**src/rtl/arb_req_client_if.sv**
```systemverilog
// Handshake bundle between a command source, one arbiter request slot, and arb_req_client.
// The master modport is the client agent; the slave modport is the source/arbiter side.
interface arb_req_client_if #(
  parameter int len_width = 4,
  parameter int p_width   = 2
) ();
  logic                 cmd_valid;
  logic                 cmd_ready;
  logic [len_width-1:0] cmd_len;
  logic                 request;
  logic                 lock;
  logic [p_width-1:0]   prior;
  logic                 grant;
  logic                 beat_valid;
  logic                 beat_last;
  logic [len_width-1:0] beat_cnt;

  modport master (
    input  cmd_valid, cmd_len, grant,
    output cmd_ready, request, lock, prior, beat_valid, beat_last, beat_cnt
  );

  modport slave (
    output cmd_valid, cmd_len, grant,
    input  cmd_ready, request, lock, prior, beat_valid, beat_last, beat_cnt
  );
endinterface

```
**src/rtl/arb_req_client.sv**
```systemverilog
// Requester-side arbiter agent: queues burst commands, requests/locks its arbiter slot,
// counts granted beats and ages its priority while waiting for the first grant.
module arb_req_client #(
  parameter int depth      = 4,
  parameter int len_width  = 4,
  parameter int p_width    = 2,
  parameter int base_prior = 0,
  parameter int age_limit  = 8
) (
  input  logic               clk,
  input  logic               rst_n,
  arb_req_client_if.master   bus
);
  localparam int cnt_w = $clog2(depth + 1);
  localparam int ptr_w = $clog2(depth);
  localparam logic [cnt_w-1:0]   depth_c    = cnt_w'(depth);
  localparam logic [ptr_w-1:0]   last_ptr   = ptr_w'(depth - 1);
  localparam logic [p_width-1:0] prior_base = p_width'(base_prior);
  localparam logic [p_width-1:0] prior_max  = '1;
  localparam logic [7:0]         wait_top   = 8'(age_limit - 1);

  typedef enum logic [1:0] {IDLE, REQ, XFER} state_t;

  state_t               state, next_state;
  logic [len_width-1:0] mem [depth];
  logic [ptr_w-1:0]     wr_ptr, rd_ptr;
  logic [cnt_w-1:0]     count;
  logic [len_width-1:0] head_len;
  logic [len_width-1:0] beat_cnt;
  logic [7:0]           wait_cnt;
  logic [p_width-1:0]   prior;
  logic                 push, pop, beat, last;

  assign head_len       = mem[rd_ptr];
  assign bus.cmd_ready  = (count != depth_c);
  assign push           = bus.cmd_valid & bus.cmd_ready;
  assign bus.request    = (state != IDLE);
  assign bus.lock       = (state == XFER);
  assign beat           = bus.request & bus.grant;
  assign last           = beat & (beat_cnt == head_len);
  assign pop            = last;
  assign bus.beat_valid = beat;
  assign bus.beat_last  = last;
  assign bus.beat_cnt   = beat_cnt;
  assign bus.prior      = prior;

  // NOTE: the command storage is deliberately not reset; pointers and count define validity.
  always_ff @(posedge clk) begin
    if (rst_n && push) mem[wr_ptr] <= bus.cmd_len;
  end

  always_ff @(posedge clk) begin
    if (!rst_n) begin
      wr_ptr <= '0;
      rd_ptr <= '0;
      count  <= '0;
    end else begin
      if (push) wr_ptr <= (wr_ptr == last_ptr) ? '0 : wr_ptr + 1'b1;
      if (pop)  rd_ptr <= (rd_ptr == last_ptr) ? '0 : rd_ptr + 1'b1;
      unique case ({push, pop})
        2'b10:   count <= count + 1'b1;
        2'b01:   count <= count - 1'b1;
        default: count <= count;
      endcase
    end
  end

  always_comb begin
    next_state = state;
    unique case (state)
      IDLE: if (count != '0) next_state = REQ;
      REQ: begin
        if (last)           next_state = IDLE;
        else if (bus.grant) next_state = XFER;
      end
      XFER:    if (last) next_state = IDLE;
      default: next_state = IDLE;
    endcase
  end

  // Priority ages only while waiting for the first grant; every return to IDLE restores it.
  always_ff @(posedge clk) begin
    if (!rst_n) begin
      state    <= IDLE;
      beat_cnt <= '0;
      wait_cnt <= '0;
      prior    <= prior_base;
    end else begin
      state <= next_state;
      if (last)      beat_cnt <= '0;
      else if (beat) beat_cnt <= beat_cnt + 1'b1;
      if (next_state == IDLE) begin
        wait_cnt <= '0;
        prior    <= prior_base;
      end else if (state == REQ && !bus.grant) begin
        if (wait_cnt == wait_top) begin
          wait_cnt <= '0;
          if (prior != prior_max) prior <= prior + 1'b1;
        end else begin
          wait_cnt <= wait_cnt + 1'b1;
        end
      end
    end
  end
endmodule

```
**src/flat_wrapper.sv**
```systemverilog
// flat-port wrapper written by rule: the top's interface ports become plain ports
module arb_req_client_flat 
#(
  parameter int depth      = 4,
  parameter int len_width  = 4,
  parameter int p_width    = 2,
  parameter int base_prior = 0,
  parameter int age_limit  = 8
)
  (clk, rst_n, bus_cmd_valid, bus_cmd_len, bus_grant, bus_cmd_ready, bus_request, bus_lock, bus_prior, bus_beat_valid, bus_beat_last, bus_beat_cnt);
  arb_req_client_if #(.len_width(len_width), .p_width(p_width)) bus_i ();
  input  logic clk;
  input  logic rst_n;
  input wire logic [$bits(bus_i.cmd_valid)-1:0] bus_cmd_valid;
  input wire logic [$bits(bus_i.cmd_len)-1:0] bus_cmd_len;
  input wire logic [$bits(bus_i.grant)-1:0] bus_grant;
  output wire logic [$bits(bus_i.cmd_ready)-1:0] bus_cmd_ready;
  output wire logic [$bits(bus_i.request)-1:0] bus_request;
  output wire logic [$bits(bus_i.lock)-1:0] bus_lock;
  output wire logic [$bits(bus_i.prior)-1:0] bus_prior;
  output wire logic [$bits(bus_i.beat_valid)-1:0] bus_beat_valid;
  output wire logic [$bits(bus_i.beat_last)-1:0] bus_beat_last;
  output wire logic [$bits(bus_i.beat_cnt)-1:0] bus_beat_cnt;
  assign bus_i.cmd_valid = bus_cmd_valid;
  assign bus_i.cmd_len = bus_cmd_len;
  assign bus_i.grant = bus_grant;
  assign bus_cmd_ready = bus_i.cmd_ready;
  assign bus_request = bus_i.request;
  assign bus_lock = bus_i.lock;
  assign bus_prior = bus_i.prior;
  assign bus_beat_valid = bus_i.beat_valid;
  assign bus_beat_last = bus_i.beat_last;
  assign bus_beat_cnt = bus_i.beat_cnt;
  arb_req_client #(.depth(depth), .len_width(len_width), .p_width(p_width), .base_prior(base_prior), .age_limit(age_limit)) u_core (.clk(clk), .rst_n(rst_n), .bus(bus_i));
endmodule
```
**config.mk**
```make
export PLATFORM = sky130hd
export DESIGN_NAME = arb_req_client_flat
export DESIGN_NICKNAME = d
export VERILOG_FILES = /design/src/rtl/arb_req_client_if.sv /design/src/rtl/arb_req_client.sv /design/src/flat_wrapper.sv
export SDC_FILE = /design/constraint.sdc
export NUM_CORES = 1
export LEC_CHECK = 0
export BUFFER_PORTS_ARGS = -buffer_cell sky130_fd_sc_hd__buf_2
export CAP_MARGIN = 25
export CORE_MARGIN = 5
export CORE_UTILIZATION = 52
export DETAILED_ROUTE_END_ITERATION = 10
export HOLD_SLACK_MARGIN = 0.02
export PLACE_DENSITY = 0.79
export SLEW_MARGIN = 30
export SYNTH_ARGS = -nofsm -noshare
export SYNTH_HDL_FRONTEND = slang
export SYNTH_SLANG_ARGS = --single-unit
```
**constraint.sdc**
```tcl
create_clock -name clk -period 2.45 [get_ports clk]
set_input_delay 0.245 -clock clk [delete_from_list [all_inputs] [get_ports clk]]
set_output_delay 0.245 -clock clk [all_outputs]
set_load 0.03 [all_outputs]
```
==> results.toml <==
[worst_hold_path]
worstHoldPathCells = 1
whs_endpoint = "u_core.mem[0][3]$_DFFE_PP_"
hp-start = "bus_cmd_len[3]"
hold_class = "in2reg"

[clock_network]
cts-hold-fix-buffers = 0
clk_latency_ns = 0.34
numClockSinks = 41
cts_root_buffer = "clkbuf_4"
ctsLongestPathBuffers = 2
htreeDepth = 2
tritoncts = "built"
path_clk_slew_ns = 0.12
cts-buffers-inserted = 5
post_cts_buffers = 0

[synth]
syn_area_per_cell_um2 = 11.2
syn_inst = 166
ys_top_cells_by_count = "dfxtp_1, edfxtp_1, nor3_1"
ys_ff_latch = 41
synth_top_area_share = 0.269
synth_edf_count = 16
syn_nets = 184
synth_cell_types = 32
yosysMostFrequentCell = "dfxtp_1"
ys.flop_type = "dfxtp_1"
synthesis.area_um2 = 1860
synth_area_leader_cell = "dfxtp_1"
seq_area_frac_synth = 0.528
yosys-top-cells-area = "dfxtp_1, edfxtp_1, ha_1"
synthArstFlopShare = 0
yosysWarningCount = 0

[grt]
grt_usage = 0.165
grt_pass1_vias = 1419
grt-ovfl-total = 0
antenna_found_initial = 0
grt_pass1_wl_mm = 6.38
grt_max_degree = 13

[critical_path]
required_ns = 2.73
critPathKind = "reg2reg"
rrSetupSlack_ns = -0.21
slowest_stage = "mux4_2"
crit_path_end_kind = "flip-flop"
max_stage_delay_ns = 0.54
r2r_end = "u_core.count[2]$_SDFFE_PN0P_"
path_cells = "mux4_2, xnor2_2, nand4_1, nor2_4, ha_4, inv_2, fa_2, xor2_1, or3_1, a21oi_2"
cp_max_fo = 4
worstPathArrival_ns = 2.94
path_buf_inv = 1
worstRegToRegCells = 10
path_delay_family = "simple AND/OR/NAND/NOR gates"
start_kind = "flip-flop"

[routing]
drt_iter0_drc = 91
ant_nets = 0
viasPerCell = 5.57
remaining_drc_errors = 0
drt-pass1-iter-count = 4
vias = 1331
routedWlPerCell_um = 15.6
wl_mm = 3.74

[finish]
register_area_um2 = 985
fin_area_um2 = 2140
drive_gt1_frac = 0.254
n_fill_cell = 257
antenna_cells = 0
syn_to_final_growth_pct = 15.2
multiInputGateArea_um2 = 871
nets = 210
fin_util = 0.632

[floorplan]
core_area_um2 = 3390
chipHeight_um = 69.8
die_w_um = 69.8
dieArea_um2 = 4870
ios = 19
initial_core_util = 0.548
row_count = 21

[timing]
fmax_mhz = 376
rsz0062_at_grt = "yes"
slew_headroom = 0.643
period_share = 1.09
tightest_slew_ns = 0.533
min_period_ns = 2.66
slew_violations = 0
setup_ws_ns = -0.210
hold_viol_final = 0
fin_skew_ns = 0.00297
fin_tns_setup_ns = -0.210
finalSetupViolations = 1

[power]
vdd_drop_max_mv = 0.352
leakage_nw = 0.830
p_per_area_nw_per_um2 = 585
clockPowerShare = 0.275
power_frac_comb = 0.130
switchingPower_mw = 0.329
intPower_mw = 0.924
p_seq_frac = 0.595
swShare = 0.263

[placed_design]
placement.cell_area_um2 = 2040
dp_hpwl_mm = 2.81
gp_congestion = 0.796
io_buffers = 18
dp_slack_ns = -0.231

[status]
status = "finished, violations left"
failed_checks = "setup timing"

[run]
max_cap_violations = 0
cell type report:
| type | instances | area share |
|---|---|---|
| inverters | 10 | 0.0175 |
| repair buffers | 23 | 0.0608 |
| multi-input cells | 111 | 0.407 |
| well taps | 46 | 0.0269 |
| clock inverters | 2 | 0.00409 |
| flip-flops and latches | 41 | 0.460 |
| clock buffers | 6 | 0.0240 |
routing by layer:
layer,global-route usage,vias up,share of wire
li1,-,649,-
met1,0.199,645,0.44
met2,0.273,28,0.50
met3,0.0435,9,0.040
met4,0.0745,0,0.019
met5,0,-,0
per-stage QoR:
stage / instances / power (mW) / hold WS (ns)
after floorplan: 166 / 0.864 / 0.336
after global placement: 231 / 0.902 / 0.457
after detailed placement: 231 / 0.912 / 0.469
after CTS: 239 / 1.25 / 0.110
after global routing: 239 / 1.31 / 0.0858
final: 239 / 1.25 / 0.119
sequential cells by signal (all words and copies together) (netlist names), named ones only:
| name | flops |
|---|---|
| u_core.mem | 16 |
| u_core.bus.prior | 2 |
| u_core.wait_cnt | 8 |
| u_core.rd_ptr | 2 |
| u_core.wr_ptr | 2 |
| u_core.state | 2 |
| u_core.bus.beat_cnt | 4 |
| u_core.count | 3 |
worst max path at each step:
stage / from / endpoint / cells past startpoint
2_1_floorplan: flip-flop / u_core.count[2]$_SDFFE_PN0P_ / 10
3_3_place_gp: flip-flop / u_core.count[2]$_SDFFE_PN0P_ / 10
3_5_place_dp: flip-flop / u_core.count[2]$_SDFFE_PN0P_ / 10
4_1_cts: flip-flop / u_core.count[2]$_SDFFE_PN0P_ / 10
5_1_grt: flip-flop / u_core.count[2]$_SDFFE_PN0P_ / 10
6_report: flip-flop / u_core.count[2]$_SDFFE_PN0P_ / 10
timing repair:
action,4_1_cts,5_1_grt
resized for setup,4,5
cloned,0,0
pin swaps,8,2
setup endpoints to repair,2,3
logic make-up (layout without fill, tap and decap cells):
family	count (synthesis)	after routing	share of synthesized area
AOI/OAI and AO/OA	18	18	0.0519
xor gates and xnor gates	12	12	0.0566
adders and majority gates	10	10	0.0714
buffers and inverters	14	41	0.0290
DFF	41	41	0.528
muxes	8	8	0.0788
and+or+nand+nor	63	63	0.185
cells in the final DEF, fill, tap and decap left out, types with 2 or more instances in the layout:
cell type,Yosys,final
dfxtp_1,25,24
buf_2,1,17
edfxtp_1,16,16
nor3_1,12,12
nand2_1,11,11
inv_1,10,9
ha_1,9,8
a21oi_1,9,7
nand4_1,6,6
and3_1,6,6
o21ai_0,6,6
nor2_1,8,6
buf_4,0,6
xor2_1,5,5
clkbuf_4,0,5
mux4_2,0,4
xnor2_2,0,4
nand3_1,4,4
nor2b_1,3,3
xnor2_1,7,3
mux2i_1,3,3
or3_1,3,3
and2_1,2,2
or4_1,2,2
a31oi_1,2,2
a21oi_2,0,2
nor3b_1,2,2
power groups by stage:
stage	sequential, mW	clock (mW)	combinational, mW
4_1_cts	0.745	0.347	0.158
3_3_place_gp	0.758	0	0.144
2_1_floorplan	0.760	0	0.104
3_5_place_dp	0.760	0	0.152
6_report	0.746	0.345	0.163
5_1_grt	0.749	0.384	0.181
(Power assumes the default switching activity.)
